**config.mk**
```make
export PLATFORM = sky130hd
export DESIGN_NAME = load_store_unit
export DESIGN_NICKNAME = d
export VERILOG_FILES = /design/src/rtl/lsu_pkg.sv /design/src/rtl/lsu_load_formatter.sv /design/src/rtl/load_store_unit.sv
export SDC_FILE = /design/constraint.sdc
export NUM_CORES = 1
export LEC_CHECK = 0
export CAP_MARGIN = 10
export CORE_ASPECT_RATIO = 0.6
export CORE_MARGIN = 2
export CORE_UTILIZATION = 40
export DETAILED_ROUTE_END_ITERATION = 10
export GPL_TIMING_DRIVEN = 1
export PLACE_DENSITY = 0.79
export SYNTH_ARGS = -nofsm -noshare
export SYNTH_HDL_FRONTEND = slang
export SYNTH_HIERARCHICAL = 1
export SYNTH_SLANG_ARGS = --single-unit
```
**constraint.sdc**
```tcl
create_clock -name clk -period 4.5 [get_ports clk]
set_input_delay 0.45 -clock clk [delete_from_list [all_inputs] [get_ports clk]]
set_output_delay 0.45 -clock clk [all_outputs]
set_load 0.005 [all_outputs]
```
**src/rtl/lsu_pkg.sv**
```systemverilog
// Shared definitions for the load/store unit.
//   LDST_* : RISC-V funct3 load/store size encodings
//   lsu_state_t : access sequencing FSM states
package lsu_pkg;

  localparam logic [2:0] LDST_B  = 3'b000;
  localparam logic [2:0] LDST_H  = 3'b001;
  localparam logic [2:0] LDST_W  = 3'b010;
  localparam logic [2:0] LDST_BU = 3'b100;
  localparam logic [2:0] LDST_HU = 3'b101;

  typedef enum logic [1:0] {
    StIdle  = 2'd0,
    StWrite = 2'd1,
    StDone  = 2'd2
  } lsu_state_t;

endpackage

```
**src/rtl/lsu_load_formatter.sv**
```systemverilog
// Load data formatter: selects the byte/halfword lane of a memory word and
// sign- or zero-extends it according to the funct3 size.
//   i_rd      : full memory word
//   i_addr_lo : byte address bits [1:0]
//   i_size    : funct3 size; anything other than B/H/BU/HU returns the word
//   o_data    : formatted 32-bit result
// Halfwords use only i_addr_lo[1]; words ignore the address.
module lsu_load_formatter
  import lsu_pkg::*;
(
  input  logic [31:0] i_rd,
  input  logic [1:0]  i_addr_lo,
  input  logic [2:0]  i_size,
  output logic [31:0] o_data
);

  logic [7:0]  w_byte;
  logic [15:0] w_half;

  always_comb begin
    w_byte = i_rd[7:0];
    unique case (i_addr_lo)
      2'd0: w_byte = i_rd[7:0];
      2'd1: w_byte = i_rd[15:8];
      2'd2: w_byte = i_rd[23:16];
      2'd3: w_byte = i_rd[31:24];
      default: w_byte = i_rd[7:0];
    endcase
    w_half = i_addr_lo[1] ? i_rd[31:16] : i_rd[15:0];
  end

  always_comb begin
    o_data = i_rd;
    case (i_size)
      LDST_B:  o_data = {{24{w_byte[7]}}, w_byte};
      LDST_BU: o_data = {24'h0, w_byte};
      LDST_H:  o_data = {{16{w_half[15]}}, w_half};
      LDST_HU: o_data = {16'h0, w_half};
      default: o_data = i_rd;
    endcase
  end

endmodule

```
**src/rtl/load_store_unit.sv**
```systemverilog
// Load/store unit between execute stage and a word-addressed data memory.
// Formats sub-word loads and performs read-modify-write for SB/SH since the
// memory only writes whole words. Stalls the core until each access is done.
//   clk, rst_n          : clock, async active-low reset
//   core_req_i/we/size  : request, store flag, funct3 size
//   core_addr_i/wd_i    : byte address, right-aligned store data
//   core_rd_o           : registered load data
//   core_stall_o        : core must hold its request
//   core_misalign_o     : one-cycle pulse on misaligned/illegal access
//   mem_we_o/a_o/wd_o   : memory write enable, word address, write data
//   mem_rd_i            : combinational memory read data
// Macro LSU_MISALIGN_CHECK_EN enables alignment and illegal-size checking;
// when undefined, H/W ignore low address bits and illegal sizes act as W.
module load_store_unit
  import lsu_pkg::*;
#(
  parameter int unsigned WIDTH = 32
) (
  input  logic             clk,
  input  logic             rst_n,
  input  logic             core_req_i,
  input  logic             core_we_i,
  input  logic [2:0]       core_size_i,
  input  logic [WIDTH-1:0] core_addr_i,
  input  logic [WIDTH-1:0] core_wd_i,
  output logic [WIDTH-1:0] core_rd_o,
  output logic             core_stall_o,
  output logic             core_misalign_o,
  output logic             mem_we_o,
  output logic [WIDTH-1:0] mem_a_o,
  output logic [WIDTH-1:0] mem_wd_o,
  input  logic [WIDTH-1:0] mem_rd_i
);

  lsu_state_t       r_state;
  lsu_state_t       w_state_next;
  logic [WIDTH-1:0] r_rd;
  logic [WIDTH-1:0] r_merge;
  logic             r_misalign;

  logic             w_err;
  logic [2:0]       w_size_eff;
  logic             w_accept;
  logic             w_sub_store;
  logic [WIDTH-1:0] w_fmt;
  logic [WIDTH-1:0] w_merge;
  logic [1:0]       w_lo;

  assign w_lo = core_addr_i[1:0];

`ifdef LSU_MISALIGN_CHECK_EN
  logic w_illegal;
  logic w_misalign;
  assign w_illegal  = (core_size_i == 3'b011) || (core_size_i[2:1] == 2'b11) ||
                      (core_we_i && core_size_i[2]);
  // H/HU share size[1:0]=01; W is the only legal 010 encoding.
  assign w_misalign = ((core_size_i[1:0] == 2'b01) && w_lo[0]) ||
                      ((core_size_i == LDST_W) && (w_lo != 2'b00));
  assign w_err      = w_illegal || w_misalign;
  assign w_size_eff = core_size_i;
`else
  assign w_err = 1'b0;
  // Unrecognised sizes collapse to a full-word access.
  always_comb begin
    w_size_eff = LDST_W;
    if (!core_we_i) begin
      if (core_size_i == LDST_B || core_size_i == LDST_H ||
          core_size_i == LDST_BU || core_size_i == LDST_HU) begin
        w_size_eff = core_size_i;
      end
    end else if (core_size_i == LDST_B || core_size_i == LDST_H) begin
      w_size_eff = core_size_i;
    end
  end
`endif

  assign w_accept    = (r_state == StIdle) && core_req_i;
  assign w_sub_store = core_we_i && ((w_size_eff == LDST_B) || (w_size_eff == LDST_H));

  lsu_load_formatter u_fmt (
    .i_rd      (mem_rd_i),
    .i_addr_lo (w_lo),
    .i_size    (w_size_eff),
    .o_data    (w_fmt)
  );

  // Sub-word store merge into the current memory word.
  always_comb begin
    w_merge = mem_rd_i;
    if (w_size_eff == LDST_B) begin
      unique case (w_lo)
        2'd0: w_merge[7:0]   = core_wd_i[7:0];
        2'd1: w_merge[15:8]  = core_wd_i[7:0];
        2'd2: w_merge[23:16] = core_wd_i[7:0];
        2'd3: w_merge[31:24] = core_wd_i[7:0];
        default: w_merge = mem_rd_i;
      endcase
    end else if (w_size_eff == LDST_H) begin
      if (w_lo[1]) w_merge[31:16] = core_wd_i[15:0];
      else         w_merge[15:0]  = core_wd_i[15:0];
    end
  end

  always_comb begin
    w_state_next = r_state;
    mem_we_o     = 1'b0;
    mem_wd_o     = r_merge;
    case (r_state)
      StIdle: begin
        if (core_req_i) begin
          w_state_next = StDone;
          if (!w_err && core_we_i) begin
            if (w_sub_store) begin
              w_state_next = StWrite;
            end else begin
              mem_we_o = 1'b1;
              mem_wd_o = core_wd_i;
            end
          end
        end
      end
      // Completes even if the request has dropped.
      StWrite: begin
        mem_we_o     = 1'b1;
        w_state_next = StDone;
      end
      StDone:  w_state_next = StIdle;
      default: w_state_next = StIdle;
    endcase
  end

  always_ff @(posedge clk or negedge rst_n) begin
    if (!rst_n) begin
      r_state    <= StIdle;
      r_rd       <= '0;
      r_merge    <= '0;
      r_misalign <= 1'b0;
    end else begin
      r_state    <= w_state_next;
      r_misalign <= w_accept && w_err;
      if (w_accept) begin
        if (w_err) begin
          r_rd <= '0;
        end else if (!core_we_i) begin
          r_rd <= w_fmt;
        end else if (w_sub_store) begin
          r_merge <= w_merge;
        end
      end
    end
  end

  assign core_rd_o       = r_rd;
  assign core_misalign_o = r_misalign;
  assign core_stall_o    = core_req_i && (r_state != StDone);
  assign mem_a_o         = {core_addr_i[WIDTH-1:2], 2'b00};

endmodule

```
==> results of run 1 <==
==> cell type report <==
class                      count  area (µm²)
multi-input combinational    358        2830
tap                          165         206
inverter                       5        18.8
timing repair buffer         144        1420
fill                        1080        5650
clock buffer                  10         229
clock inverter                 6        57.6
sequential                    66        1650
==> metal layers <==
layer | vias up | GRT usage, % | wire length, µm
met5 | - | 0 | 0
met4 | 0 | 6.01 | 205
met3 | 22 | 7.31 | 1270
met2 | 183 | 33.5 | 6370
met1 | 2085 | 32.2 | 7230
li1 | 1946 | - | -
==> layout by cell type, fill, tap and decap left out, drive strengths merged, types with 6 or more instances in the layout <==
master,netlist,routed
clkbuf,21,10
buf,49,7
a21oi,20,20
nor2b,6,6
o211ai,8,8
mux2,88,88
nand2b,9,9
o211a,7,7
nor4b,9,9
a22oi,7,7
nor2,8,8
nand2,69,69
mux2i,25,25
clkdlybuf4s50,0,137
a22o,8,8
a221o,8,8
dfrtp,66,66
o21ai,39,39
o22ai,9,9
a21o,18,18
==> Yosys cell counts (all sizes together) (2+ instances only) <==
library cell,instances,area share (%)
a22oi,7,1.1
o22a,2,0.35
o21ai,39,3.9
o211ai,8,1.2
a22o,8,1.4
a21o,18,2.7
nor4b,9,1.7
inv,5,0.38
nand3,2,0.20
nand2,69,5.3
nor2,8,0.66
clkbuf,21,1.6
a221o,8,1.6
buf,49,7.6
mux2,88,22
dfrtp,66,33
a21oi,20,2.0
nor3b,2,0.40
nor2b,6,0.76
nand2b,9,1.1
mux2i,25,5.1
o22ai,9,1.4
a31oi,2,0.25
o211a,7,1.4
==> state kept, by name, indices dropped and copies added (netlist names) <==
name       count
r_state        2
r_merge       32
core_rd_o     32
==> report_power, final <==
part           total, mW  internal, mW  switching (mW)
sequential         0.821         0.741          0.0799
combinational      0.866         0.557           0.308
clock              0.679         0.424           0.254
total               2.37          1.72           0.643
==> worst max-delay path by stage <==
stage | depth (start not counted) | from | endpoint | slack, ns
5_1_grt | 5 | core_size_i[1] | mem_wd_o[31] | 0.51
4_1_cts | 5 | core_size_i[1] | mem_wd_o[31] | 0.69
2_1_floorplan | 8 | core_size_i[2] | core_rd_o[15]$_DFFE_PN0P_ | 2.32
6_report | 5 | core_size_i[1] | mem_wd_o[31] | 0.67
3_5_place_dp | 5 | core_size_i[1] | mem_wd_o[31] | 0.70
3_3_place_gp | 5 | core_size_i[1] | mem_wd_o[0] | 0.81
==> metrics by stage <==
| step | utilization, % | hold slack, ns | power (mW) | std cells |
|---|---|---|---|---|
| global placement | 50.8 | 0.465 | 1.68 | 738 |
| detailed placement | 50.8 | 0.476 | 1.70 | 738 |
| floorplan | - | 0.154 | 1.24 | 499 |
| finish | 53.2 | 0.272 | 2.37 | 754 |
| CTS | 53.2 | 0.294 | 2.39 | 754 |
| global route | 53.2 | 0.342 | 2.51 | 754 |
==> kinds of logic after synthesis <==
group | Yosys count | synth area share, %
buffers and inverters | 75 | 9.54
AO/OA/AOI/OAI | 131 | 17.9
multiplexers | 114 | 27.8
AND/OR/NAND/NOR | 110 | 11.2
other | 1 | 0.0759
flip-flops | 66 | 33.4
==> worst max-delay path: cells and delay by family <==
| family | cells | cell delay [ns] |
|---|---|---|
| AND/OR/NAND/NOR | 2 | 1.26 |
| multiplexers | 1 | 0.41 |
| buffers and inverters | 2 | 1.26 |
==> results.sh, run 1 <==
export IMPL_critPathLaunchType="primary input"
export IMPL_nets=687
export IMPL_portBuffers=138
export IMPL_fin_worst_skew_ns=0.00286
export IMPL_placed_area_um2=6130
export IMPL_syn_cell_area_um2=4940
export IMPL_fin_area_um2=6410
export IMPL_final_setup_tns_ns=0
export IMPL_syn_to_final_growth_pct=29.8
export IMPL_r2r_end="r_merge[30]$_DFFE_PN0P_"
export IMPL_clockBufferDepth=2
export IMPL_crit_arrival_ns=3.38
export IMPL_drc=0
export IMPL_max_cap_violations=0
export IMPL_maxSlewViolCount=0
export IMPL_fmax_mhz=261
export IMPL_tightest_slew_ns=0.970
export IMPL_cts_buffers=9
export IMPL_hold_viol=0
export IMPL_hold_class="in2async"
export IMPL_cts_sinks=66
export IMPL_cp_end_kind="output port"
export IMPL_dominantRegCellSynth="dfrtp_1"
export IMPL_grt_pass1_wl_um=23500
export IMPL_die_y_um=90.1
export IMPL_start_util_pct=41.0
export IMPL_r2r_start="r_state[1]$_DFFE_PN0P_"
export IMPL_grt_pass1_vias=4232
export IMPL_synth_seq_area_share_pct=33.4
export IMPL_worst_r2r_cell_count=5
export IMPL_hpwl_um=11300
export IMPL_wl_per_cell_um=20.0
export IMPL_post_route_period_util_pct=85.1
export IMPL_num_rows=31
export IMPL_slowest_stage="clkdlybuf4s50_1"
export IMPL_postCtsResizedCells=0
export IMPL_slew_headroom_pct=35.2
export IMPL_track_usage_pct=22.8
export IMPL_clock_tree_root_cell="clkbuf_16"
export IMPL_drive_above_1_share_pct=20.4
export IMPL_leakage_nw=2.85
export IMPL_required_ns=4.05
export IMPL_num_antenna_cells=0
export IMPL_io_pin_count=202
export IMPL_grt_max_degree=42
export IMPL_synth_edf_count=0
export IMPL_path_cells="clkdlybuf4s50_1 > or2_1 > and3_4 > mux2_2 > clkdlybuf4s50_1"
export IMPL_status="finished clean"
export IMPL_yosys_warnings=6
export IMPL_power_density_nw_per_um2=369
export IMPL_rsz0062_at_grt="false"
export IMPL_postRouteAntennaNets=0
export IMPL_coreArea_um2=12100
export IMPL_syn_inst=497
export IMPL_ys_ff_latch=66
export IMPL_fin_crit_ns=3.83
export IMPL_cts_clk_slew_worst_paths_ns=0.05
export IMPL_critPathKind="in2out"
export IMPL_routed_wl_um=15100
export IMPL_synth_distinct_cells=46
export IMPL_setup_ws_ns=0.670
export IMPL_crit_fanout=32
export IMPL_crit_path_max_incr_delay_ns=0.81
export IMPL_reg2reg_slack_ns=2.68
export IMPL_post_cts_buffers=0
export IMPL_via_per_inst=5.62
export IMPL_die_x_um=148
export IMPL_crit_top_cell="clkdlybuf4s50_1"
export IMPL_vias=4236
export IMPL_cts_tree="built"
export IMPL_clock_latency_ns=0.33
export IMPL_hold_buffers=0
export IMPL_synthArstFlopShare_pct=100
export IMPL_htree_levels=3
export IMPL_finalSetupViolCount=0
export IMPL_die_area_um2=13300
export IMPL_grt_overflow_total=0
export IMPL_first_pass_iters=5
export IMPL_post_place_ws_ns=0.704
export IMPL_drt_iter0_markers=236
export IMPL_grt_antenna_before_repair=0
export IMPL_vdd_drop_max_mv=0.191
export IMPL_gp_congestion=0.877
export IMPL_post_synth_cell_area_avg_um2=9.95
(Power assumes the default switching activity.)
==> run 2, diff against run 1 <==
Clock period 4.5 ns to 4.1 ns, I/O delays scaled along.
==> results.sh, run 2 (synthesis results as in run 1) <==
export IMPL_required_ns=3.69
export IMPL_fin_util_pct=53.6
export IMPL_power_density_nw_per_um2=416
export IMPL_clkPwrFrac_pct=31.2
export IMPL_syn_to_final_growth_pct=30.8
export IMPL_die_x_um=148
export IMPL_seq_area_um2=1650
export IMPL_cts_buffers=9
export IMPL_postRouteAntennaNets=0
export IMPL_seqPwrFrac_pct=33.6
export IMPL_fin_crit_ns=3.32
export IMPL_first_pass_iters=5
export IMPL_cts_sinks=66
export IMPL_track_usage_pct=22.6
export IMPL_internal_power_mw=1.99
export IMPL_finalSetupViolCount=0
export IMPL_final_setup_tns_ns=0
export IMPL_leakage_nw=2.87
export IMPL_hold_viol=0
export IMPL_coreArea_um2=12100
export IMPL_worst_r2r_cell_count=4
export IMPL_nets=689
export IMPL_die_y_um=90.1
export IMPL_net_switching_power_uw=703
export IMPL_hold_buffers=0
export IMPL_grt_use_met3_pct=5.99
export IMPL_drc=0
export IMPL_start_util_pct=41.0
export IMPL_io_pin_count=202
export IMPL_drt_iter0_markers=234
export IMPL_fillers=1078
export IMPL_post_cts_buffers=0
export IMPL_multi_input_area_um2=2830
export IMPL_hold_class="in2async"
export IMPL_grt_antenna_before_repair=0
export IMPL_critPathKind="in2out"
export IMPL_cp_end_kind="output port"
export IMPL_reg2reg_slack_ns=2.31
export IMPL_postCtsResizedCells=0
export IMPL_use_met2_pct=33.5
export IMPL_portBuffers=138
export IMPL_comb_power_share_pct=35.2
export IMPL_via_per_inst=5.56
export IMPL_crit_arrival_ns=2.91
export IMPL_status="finished clean"
export IMPL_htree_levels=3
export IMPL_cts_tree="built"
export IMPL_grt_pass1_vias=4164
export IMPL_maxSlewViolCount=0
export IMPL_post_route_period_util_pct=81.0
export IMPL_critPathLaunchType="primary input"
export IMPL_endpoint="mem_wd_o[0]"
export IMPL_r2r_start="r_state[1]$_DFFE_PN0P_"
export IMPL_die_area_um2=13300
export IMPL_grt_overflow_total=0
export IMPL_crit_path_start="core_size_i[1]"
export IMPL_clock_tree_root_cell="clkbuf_16"
export IMPL_num_antenna_cells=0
export IMPL_grt_pass1_wl_um=23500
export IMPL_drive_above_1_share_pct=20.3
export IMPL_vias=4197
export IMPL_clockBufferDepth=2
export IMPL_grt_max_degree=40
export IMPL_fin_worst_skew_ns=0.00423
export IMPL_fmax_mhz=301
export IMPL_max_cap_violations=0
export IMPL_hpwl_um=11300
export IMPL_wl_per_cell_um=19.8
export IMPL_rsz0062_at_grt="false"
export IMPL_p_sw_share_pct=26.1
export IMPL_tightest_slew_ns=0.911
export IMPL_clock_latency_ns=0.33
export IMPL_gp_congestion=0.857
export IMPL_use_met1_pct=33.1
export IMPL_routed_wl_um=14900
export IMPL_r2r_end="core_rd_o[3]$_DFFE_PN0P_"
export IMPL_slew_headroom_pct=39.2
export IMPL_num_rows=31
export IMPL_mostFrequentLayoutCells="137 x clkdlybuf4s50_1, 68 x nand2_1, 66 x dfrtp_1"
export IMPL_final_common_cell="clkdlybuf4s50_1"
export IMPL_cts_clk_slew_worst_paths_ns=0.05
export IMPL_vdd_drop_max_mv=0.213
export IMPL_crit_fanout=32
export IMPL_top_usage_layer="met2"
## run 2: how the worst min path moves through the flow
stage                                end  depth (start not counted)
6_report        core_rd_o[5]$_DFFE_PN0P_                          1
5_1_grt        core_rd_o[20]$_DFFE_PN0P_                          1
2_1_floorplan   core_rd_o[0]$_DFFE_PN0P_                          0
3_5_place_dp      r_merge[2]$_DFFE_PN0P_                          2
4_1_cts         core_rd_o[5]$_DFFE_PN0P_                          1
3_3_place_gp      r_merge[7]$_DFFE_PN0P_                          2
## run 2: area by class of cell
class / count / share of cell area, %
Clock buffer: 13 / 4.03
Clock inverter: 2 / 0.929
Inverter: 5 / 0.290
Multi-Input combinational cell: 358 / 43.8
Sequential cell: 66 / 25.6
Tap cell: 165 / 3.19
Timing Repair Buffer: 146 / 22.2
## run 2: power groups by stage
stage / clock network, mW / logic, mW / registers, mW
after global placement: 0 / 0.934 / 0.907
after detailed placement: 0 / 0.950 / 0.917
after floorplan: 0 / 0.467 / 0.899
after CTS: 0.853 / 0.956 / 0.908
after global routing: 0.875 / 1.02 / 0.926
final: 0.841 / 0.948 / 0.904
## run 2: layer usage
metal	share of wire, %	wire length (µm)
met1	47	7030
met2	43	6420
met3	8.8	1310
met4	1.2	172
met5	0	0
## run 2: metrics by stage
step                hold slack (ns)  power (mW)  cells  worst slack (ns)  cell area, µm²
CTS                           0.238        2.72    755             0.777            6460
global placement              0.467        1.84    740             0.837            6140
detailed placement            0.471        1.87    740             0.782            6140
finish                        0.214        2.69    755             0.781            6460
global route                  0.297        2.82    755             0.678            6460
floorplan                     0.114        1.37    499              1.96            4950
## run 2: worst max-delay path, stage by stage
cell and delay (ns):
clkdlybuf4s50_1 0.47, or2_1 0.47, and3_4 0.70, mux2_2 0.40
clkdlybuf4s50_1 0.45
